**config.mk**
```make
export PLATFORM = sky130hd
export DESIGN_NAME = jtag_tap_ctrl_flat
export DESIGN_NICKNAME = d
export VERILOG_FILES = /design/src/rtl/jtag_pkg.sv /design/src/rtl/jtag_tap_ctrl_if.sv /design/src/rtl/jtag_tap_fsm.sv /design/src/rtl/jtag_tap_ctrl.sv /design/src/flat_wrapper.sv
export SDC_FILE = /design/constraint.sdc
export NUM_CORES = 1
export LEC_CHECK = 0
export CAP_MARGIN = 30
export CORE_ASPECT_RATIO = 2
export CORE_MARGIN = 2
export CORE_UTILIZATION = 45
export DETAILED_ROUTE_END_ITERATION = 10
export PLACE_DENSITY = 0.77
export SLEW_MARGIN = 20
export SYNTH_ARGS = -nofsm -noshare
export SYNTH_HDL_FRONTEND = slang
export SYNTH_SLANG_ARGS = --single-unit
```
**constraint.sdc**
```tcl
create_clock -name tck -period 5.5 [get_ports tck]
set_input_delay 1.375 -clock tck [delete_from_list [all_inputs] [get_ports tck]]
set_output_delay 1.375 -clock tck [all_outputs]
set_load 0.005 [all_outputs]
```
**src/rtl/jtag_pkg.sv**
```systemverilog
// JTAG TAP shared definitions: controller states,
// instruction opcodes and IR capture pattern.
package jtag_pkg;

    typedef enum logic [3:0] {
        TLR    = 4'h0,
        RTI    = 4'h1,
        SEL_DR = 4'h2,
        CAP_DR = 4'h3,
        SH_DR  = 4'h4,
        EX1_DR = 4'h5,
        PA_DR  = 4'h6,
        EX2_DR = 4'h7,
        UPD_DR = 4'h8,
        SEL_IR = 4'h9,
        CAP_IR = 4'hA,
        SH_IR  = 4'hB,
        EX1_IR = 4'hC,
        PA_IR  = 4'hD,
        EX2_IR = 4'hE,
        UPD_IR = 4'hF
    } tap_state_e;

    localparam logic [3:0] OPC_EXTEST = 4'b0000;
    localparam logic [3:0] OPC_IDCODE = 4'b0001;
    localparam logic [3:0] OPC_SAMPLE = 4'b0010;
    localparam logic [3:0] OPC_USER   = 4'b1000;
    localparam logic [3:0] OPC_BYPASS = 4'b1111;

    // Low two bits captured into the IR shift stage.
    localparam logic [1:0] IR_CAPTURE = 2'b01;

endpackage

```
**src/rtl/jtag_tap_ctrl_if.sv**
```systemverilog
// Pin-side and boundary-chain signals of the TAP
// controller, grouped so tester and TAP see one bundle.
interface jtag_tap_ctrl_if #(
    parameter int IR_WIDTH      = 4,
    parameter int USER_DR_WIDTH = 16
);

    logic                     tdi;
    logic                     tms;
    logic                     tdo;
    logic                     tdo_en;
    logic                     bsr_sel;
    logic                     bsr_tdo;
    logic                     capture_dr;
    logic                     shift_dr;
    logic                     update_dr;
    logic                     extest;
    logic [USER_DR_WIDTH-1:0] user_dr_q;
    logic [IR_WIDTH-1:0]      ir_q;

    modport slave (
        input  tdi, tms, bsr_tdo,
        output tdo, tdo_en, bsr_sel,
        output capture_dr, shift_dr, update_dr,
        output extest, user_dr_q, ir_q
    );

    modport master (
        output tdi, tms, bsr_tdo,
        input  tdo, tdo_en, bsr_sel,
        input  capture_dr, shift_dr, update_dr,
        input  extest, user_dr_q, ir_q
    );

endinterface

```
**src/rtl/jtag_tap_fsm.sv**
```systemverilog
// 16-state IEEE 1149.1 TAP state machine, advanced
// on the rising edge of tck by tms.
module jtag_tap_fsm
    import jtag_pkg::*;
(
    input  logic       tck,
    input  logic       trst,
    input  logic       tms,
    output tap_state_e state_o
);

    tap_state_e state_q;
    tap_state_e state_d;

    // Next-state decode of the standard TAP graph.
    always_comb begin
        state_d = state_q;
        unique case (state_q)
            TLR:    state_d = tms ? TLR    : RTI;
            RTI:    state_d = tms ? SEL_DR : RTI;
            SEL_DR: state_d = tms ? SEL_IR : CAP_DR;
            CAP_DR: state_d = tms ? EX1_DR : SH_DR;
            SH_DR:  state_d = tms ? EX1_DR : SH_DR;
            EX1_DR: state_d = tms ? UPD_DR : PA_DR;
            PA_DR:  state_d = tms ? EX2_DR : PA_DR;
            EX2_DR: state_d = tms ? UPD_DR : SH_DR;
            UPD_DR: state_d = tms ? SEL_DR : RTI;
            SEL_IR: state_d = tms ? TLR    : CAP_IR;
            CAP_IR: state_d = tms ? EX1_IR : SH_IR;
            SH_IR:  state_d = tms ? EX1_IR : SH_IR;
            EX1_IR: state_d = tms ? UPD_IR : PA_IR;
            PA_IR:  state_d = tms ? EX2_IR : PA_IR;
            EX2_IR: state_d = tms ? UPD_IR : SH_IR;
            UPD_IR: state_d = tms ? SEL_DR : RTI;
            default: state_d = TLR;
        endcase
    end

    // State register, forced to Test-Logic-Reset by trst.
    always_ff @(posedge tck or posedge trst) begin
        if (trst) begin
            state_q <= TLR;
        end else begin
            state_q <= state_d;
        end
    end

    assign state_o = state_q;

endmodule

```
**src/rtl/jtag_tap_ctrl.sv**
```systemverilog
// TAP controller top: IR, BYPASS/IDCODE/USER data
// registers, tdo mux and falling-edge output stage.
module jtag_tap_ctrl
    import jtag_pkg::*;
#(
    parameter int          IR_WIDTH      = 4,
    parameter logic [31:0] IDCODE_VAL    = 32'h1AB3_C0F1,
    parameter int          USER_DR_WIDTH = 16
) (
    input  logic           tck,
    input  logic           trst,
    jtag_tap_ctrl_if.slave jtag
);

    localparam logic [IR_WIDTH-1:0] OP_EXT =
        IR_WIDTH'(OPC_EXTEST);
    localparam logic [IR_WIDTH-1:0] OP_IDC =
        IR_WIDTH'(OPC_IDCODE);
    localparam logic [IR_WIDTH-1:0] OP_SMP =
        IR_WIDTH'(OPC_SAMPLE);
    localparam logic [IR_WIDTH-1:0] OP_USR =
        IR_WIDTH'(OPC_USER);
    localparam logic [IR_WIDTH-1:0] OP_BYP =
        IR_WIDTH'(OPC_BYPASS);
    localparam logic [IR_WIDTH-1:0] IR_CAP =
        {{(IR_WIDTH-2){1'b0}}, IR_CAPTURE};

    localparam int UW = USER_DR_WIDTH;

    tap_state_e state;

    logic [IR_WIDTH-1:0] ir_sr_q, ir_sr_d;
    logic [IR_WIDTH-1:0] ir_q, ir_d;
    logic                byp_q, byp_d;
    logic [31:0]         idc_q, idc_d;
    logic [UW-1:0]       usr_sr_q, usr_sr_d;
    logic [UW-1:0]       user_dr_q, user_dr_d;
    logic                tdo_q, tdo_d;
    logic                tdo_en_q, tdo_en_d;

    logic sel_ext, sel_smp, sel_idc, sel_usr, sel_byp;
    logic sel_bsr;

    jtag_tap_fsm u_fsm (
        .tck     (tck),
        .trst    (trst),
        .tms     (jtag.tms),
        .state_o (state)
    );

    // Instruction decode; unknown opcodes act as BYPASS.
    always_comb begin
        sel_ext = 1'b0;
        sel_smp = 1'b0;
        sel_idc = 1'b0;
        sel_usr = 1'b0;
        sel_byp = 1'b0;
        unique case (1'b1)
            (ir_q == OP_EXT): sel_ext = 1'b1;
            (ir_q == OP_SMP): sel_smp = 1'b1;
            (ir_q == OP_IDC): sel_idc = 1'b1;
            (ir_q == OP_USR): sel_usr = 1'b1;
            (ir_q == OP_BYP): sel_byp = 1'b1;
            default:          sel_byp = 1'b1;
        endcase
    end

    assign sel_bsr = sel_ext | sel_smp;

    // IR shift stage: capture pattern, then LSB-first shift.
    always_comb begin
        ir_sr_d = ir_sr_q;
        if (state == CAP_IR) begin
            ir_sr_d = IR_CAP;
        end else if (state == SH_IR) begin
            ir_sr_d = {jtag.tdi, ir_sr_q[IR_WIDTH-1:1]};
        end
    end

    // Internal DR shift stages; only the selected one moves.
    always_comb begin
        byp_d    = byp_q;
        idc_d    = idc_q;
        usr_sr_d = usr_sr_q;
        if (state == CAP_DR) begin
            if (sel_byp) byp_d    = 1'b0;
            if (sel_idc) idc_d    = IDCODE_VAL;
            if (sel_usr) usr_sr_d = user_dr_q;
        end else if (state == SH_DR) begin
            if (sel_byp) byp_d    = jtag.tdi;
            if (sel_idc) idc_d    = {jtag.tdi, idc_q[31:1]};
            if (sel_usr) usr_sr_d = {jtag.tdi, usr_sr_q[UW-1:1]};
        end
    end

    // Rising-edge shift registers.
    always_ff @(posedge tck or posedge trst) begin
        if (trst) begin
            ir_sr_q  <= '0;
            byp_q    <= 1'b0;
            idc_q    <= '0;
            usr_sr_q <= '0;
        end else begin
            ir_sr_q  <= ir_sr_d;
            byp_q    <= byp_d;
            idc_q    <= idc_d;
            usr_sr_q <= usr_sr_d;
        end
    end

    // Update stages and tdo source for the falling edge.
    always_comb begin
        ir_d      = ir_q;
        user_dr_d = user_dr_q;
        tdo_d     = tdo_q;
        tdo_en_d  = 1'b0;
        if (state == TLR) begin
            ir_d = OP_IDC;
        end else if (state == UPD_IR) begin
            ir_d = ir_sr_q;
        end
        if (state == UPD_DR && sel_usr) begin
            user_dr_d = usr_sr_q;
        end
        if (state == SH_IR) begin
            tdo_d    = ir_sr_q[0];
            tdo_en_d = 1'b1;
        end else if (state == SH_DR) begin
            tdo_en_d = 1'b1;
            unique case (1'b1)
                sel_bsr: tdo_d = jtag.bsr_tdo;
                sel_idc: tdo_d = idc_q[0];
                sel_usr: tdo_d = usr_sr_q[0];
                default: tdo_d = byp_q;
            endcase
        end
    end

    // Falling-edge instruction, USER update and tdo registers.
    always_ff @(negedge tck or posedge trst) begin
        if (trst) begin
            ir_q      <= OP_IDC;
            user_dr_q <= '0;
            tdo_q     <= 1'b0;
            tdo_en_q  <= 1'b0;
        end else begin
            ir_q      <= ir_d;
            user_dr_q <= user_dr_d;
            tdo_q     <= tdo_d;
            tdo_en_q  <= tdo_en_d;
        end
    end

    assign jtag.tdo        = tdo_q;
    assign jtag.tdo_en     = tdo_en_q;
    assign jtag.ir_q       = ir_q;
    assign jtag.user_dr_q  = user_dr_q;
    assign jtag.extest     = sel_ext;
    assign jtag.bsr_sel    = sel_bsr;
    assign jtag.capture_dr = (state == CAP_DR);
    assign jtag.shift_dr   = (state == SH_DR);
    assign jtag.update_dr  = (state == UPD_DR);

endmodule

```
**src/flat_wrapper.sv**
```systemverilog
// flat-port wrapper written by rule: the top's interface ports become plain ports
module jtag_tap_ctrl_flat import jtag_pkg::*;
#(
    parameter int          IR_WIDTH      = 4,
    parameter logic [31:0] IDCODE_VAL    = 32'h1AB3_C0F1,
    parameter int          USER_DR_WIDTH = 16
)
  (tck, trst, jtag_tdi, jtag_tms, jtag_bsr_tdo, jtag_tdo, jtag_tdo_en, jtag_bsr_sel, jtag_capture_dr, jtag_shift_dr, jtag_update_dr, jtag_extest, jtag_user_dr_q, jtag_ir_q);
  jtag_tap_ctrl_if #(.IR_WIDTH(IR_WIDTH), .USER_DR_WIDTH(USER_DR_WIDTH)) jtag_i ();
  input  logic tck;
  input  logic trst;
  input wire logic [$bits(jtag_i.tdi)-1:0] jtag_tdi;
  input wire logic [$bits(jtag_i.tms)-1:0] jtag_tms;
  input wire logic [$bits(jtag_i.bsr_tdo)-1:0] jtag_bsr_tdo;
  output wire logic [$bits(jtag_i.tdo)-1:0] jtag_tdo;
  output wire logic [$bits(jtag_i.tdo_en)-1:0] jtag_tdo_en;
  output wire logic [$bits(jtag_i.bsr_sel)-1:0] jtag_bsr_sel;
  output wire logic [$bits(jtag_i.capture_dr)-1:0] jtag_capture_dr;
  output wire logic [$bits(jtag_i.shift_dr)-1:0] jtag_shift_dr;
  output wire logic [$bits(jtag_i.update_dr)-1:0] jtag_update_dr;
  output wire logic [$bits(jtag_i.extest)-1:0] jtag_extest;
  output wire logic [$bits(jtag_i.user_dr_q)-1:0] jtag_user_dr_q;
  output wire logic [$bits(jtag_i.ir_q)-1:0] jtag_ir_q;
  assign jtag_i.tdi = jtag_tdi;
  assign jtag_i.tms = jtag_tms;
  assign jtag_i.bsr_tdo = jtag_bsr_tdo;
  assign jtag_tdo = jtag_i.tdo;
  assign jtag_tdo_en = jtag_i.tdo_en;
  assign jtag_bsr_sel = jtag_i.bsr_sel;
  assign jtag_capture_dr = jtag_i.capture_dr;
  assign jtag_shift_dr = jtag_i.shift_dr;
  assign jtag_update_dr = jtag_i.update_dr;
  assign jtag_extest = jtag_i.extest;
  assign jtag_user_dr_q = jtag_i.user_dr_q;
  assign jtag_ir_q = jtag_i.ir_q;
  jtag_tap_ctrl #(.IR_WIDTH(IR_WIDTH), .IDCODE_VAL(IDCODE_VAL), .USER_DR_WIDTH(USER_DR_WIDTH)) u_core (.tck(tck), .trst(trst), .jtag(jtag_i));
endmodule
```
==> impl_metrics.tcl <==
set metrics [dict create \
    synth_fp_nets 371 \
    synth_top_flop_cell "dfrtp_1" \
    cts_buffer_depth 2 \
    post_drt_wl_per_cell_um 14.70 \
    synthXorXnorAreaFrac_pct 0.2476 \
    setup.worst_path.end_class "output pin" \
    cts.hold.buffers_added 0 \
    globalplace.congestion 0.8781 \
    hold_viol_final 0 \
    placement.setup.worst_slack_ps 143.7 \
    power.switching_w 0.0007994 \
    worst_hold_path_type "flop to flop" \
    die_area_mm2 0.008628 \
    clockPowerShare_pct 28.4 \
    max-slew-margin-rel_pct 43.62 \
    cell_internal_pwr_w 0.001448 \
    grt_antenna_before_repair 0 \
    clk_pin_slew_worst_paths_ps 40 \
    slew_viol_final 0 \
    ir_worst_vdd_uv 277.7 \
    power.density_mw_per_mm2 527.4 \
    number_of_synthesized_register_bits 79 \
    cp.required_ps 4120 \
    insertion_delay_ps 380 \
    clk_root_buffer_cell "clkbuf_16" \
    async_flop_share_pct 100.0 \
    cts_tree "yes" \
    rsz0062_at_grt "false" \
    synth_top_family_by_area "simple AND/OR/NAND/NOR gates" \
    synth_top_area_share_pct 40.33 \
    rows 45 \
    die_width_um 66.69 \
    yosys-top-cells-area "dfrtp_1 (40%), dfrtn_1 (15%), nand2_1 (9.0%)" \
    grt_first_pass_wirelength_um 12700 \
    synth.yosys.seq_area_share_pct 55.93 \
    core_mm2 0.007601 \
    area.growth.synth_to_final_pct 20.48 \
    synth-adder-area-share_pct 0 \
    finalWorstSetupSlack_ps 41.17 \
    synthesized_cell_area_mm2 0.003537 \
    drive_above_1_share_pct 14.46 \
    outcome "finished, final reports clean" \
    port-buffer-count 31 \
    power_frac_comb_pct 30.2 \
    synth_compound_gate_area_share_pct 14.96 \
    cts_buffers 9 \
    worstSetupStartpointType "flop" \
    tightest_slew_ps 841.6 \
    path_class "flop to output pin" \
    synthesis.instances 366 \
    synth.distinct_cells 46 \
    maxCapViolations 0 \
    grt_usage_pct 19.45 \
    num_io_pins 32 \
    timing.critical_path.arrival_ps 4080 \
    start_util_pct 46.53 \
    cts-htree-levels 3 \
    dr_total_vias 2691 \
    detail-route-antenna-nets 0 \
    synth_enable_flop_cells 0 \
    detailed_place_hpwl_um 4838 \
    setup-tns-final_ps 0 \
    p_sw_share_pct 35.56 \
    drt_iter0_markers 197 \
    yosys-mux-area-fraction_pct 5.730 \
    post_route_clock_skew_ps 55.47 \
    seq_power_share_pct 41.4 \
    post-synth-top-area-cell "dfrtp_1" \
    dr.pass1.iters 5 \
    die_h_um 129.4 \
    grt_pass1_vias 2774 \
    synth_cell_count_leaders "nand2_1 (85), dfrtp_1 (57), nor2_1 (39), o21ai_0 (24), dfrtn_1 (21)" \
    tritoncts_num_sinks 79 \
    synthesized_area_per_cell_um2 9.664 \
    via_density 5.436 \
    synthMostInstantiatedCell "nand2_1" \
    power.leakage_nw 1.881 \
    synthSimpleGateAreaFrac_pct 17.69 \
    detail_route.wirelength_um 7278 \
    grt_max_degree 39 \
    fin_nets 401 \
    sum_of_overflow_across_all_layers_after_global_routing 0 \
    crit_path_max_fanout 7 \
    ys.warnings.count 0 \
    insertedDiodeCount 0 \
    drcViolationCount 0 \
    final-setup-viol-count 0 \
]
## state kept, by name, summed over array words and instances, names as in the netlist
name	count
u_core.ir_sr_q	4
u_core.usr_sr_q	16
u_core.u_fsm.state_o	4
u_core.jtag.tdo	1
u_core.jtag.tdo_en	1
u_core.idc_q	32
u_core.jtag.user_dr_q	16
u_core.jtag.ir_q	4
u_core.byp_q	1
## placed cells by master, fill, tap and decap left out, types with 2 or more instances in the layout
master            n
nand3_1           3
buf_4            11
mux2_2           18
nor2b_1           2
dfrtp_1          57
clkinv_1          3
clkbuf_16         9
a31oi_1          17
a21oi_1          12
dlygate4sd2_1     3
clkdlybuf4s50_1  27
or3_1             2
o21ai_1          17
nand2_1          85
nor3_1            3
clkinv_4          2
nor2_1           39
dfrtn_1          21
clkinv_2          2
o22ai_1           6
bufinv_16         2
inv_1             5
o21ai_0          24
## layer usage
layer  part of all wire, %  GRT usage, %  vias to the layer above
li1                      -             -                     1310
met1                    43         23.11                     1308
met2                    51         33.00                       59
met3                   3.4         3.819                       14
met4                   2.8         9.604                        0
met5                     0             0                        -
## logic make-up after synthesis
family | after synthesis
buffers and inverters | 35
multiplexers | 18
AO/OA/AOI/OAI | 89
XOR/XNOR | 1
flip-flops | 79
AND/OR/NAND/NOR | 144
## power groups by stage
stage	sequential (W)	clock, W	combinational (W)
after CTS	0.000922	0.000648	0.000693
after detailed placement	0.000933	0.00000228	0.000682
after global routing	0.000957	0.000674	0.000775
final	0.000930	0.000639	0.000678
after floorplan	0.000861	0.00000228	0.000550
after global placement	0.000925	0.00000228	0.000658
## cell type report
| cell class | instances | area, um^2 |
|---|---|---|
| repair buffers | 44 | 415.4 |
| flip-flops and latches | 79 | 1978 |
| inverters | 9 | 42.54 |
| fillers | 677 | 3339 |
| clock inverters | 7 | 87.58 |
| clock buffers | 10 | 239.0 |
| well taps | 94 | 117.6 |
| multi-input cells | 252 | 1381 |
## critical path, stage by stage, from the launching register on
cell	delay (ps)
dfstp_2	600
nor3_1	80
dlygate4sd2_1	270
## worst paths after layout
check | from | endpoint | slack [ps] | cells past startpoint
setup / recovery | u_core.jtag.ir_q[0] | jtag_bsr_sel | 40 | 2
max in group asynchronous | trst | u_core.jtag.user_dr_q[13] | 1000 | 3
setup reg to reg | u_core.jtag.ir_q[0] | u_core.idc_q[19] | 600 | 5
hold reg to reg | u_core.jtag.user_dr_q[7] | u_core.jtag.user_dr_q[7] | 480 | 1
hold / removal | u_core.jtag.user_dr_q[7] | u_core.jtag.user_dr_q[7] | 480 | 1
min in group asynchronous | trst | u_core.u_fsm.state_o[2] | 1380 | 2
## stage by stage
stage               total power [W]  area (um^2)  utilization, %  hold slack [ps]  cells
detailed placement         0.001618         3930           51.70            475.8    478
global route               0.002405         4262           56.07            498.4    495
floorplan                  0.001414         3541               -            449.7    366
global placement           0.001585         3930           51.70            465.5    478
finish                     0.002248         4262           56.07            479.2    495
CTS                        0.002264         4269           56.16            477.3    496
## what timing repair did
item                                   CTS  global route
endpoints found under the hold margin    0             0
setup endpoints to repair                4             1
gates resized for setup                  9             0
setup buffers                            2             0
No activity file was read; power rests on OpenSTA's default activity.
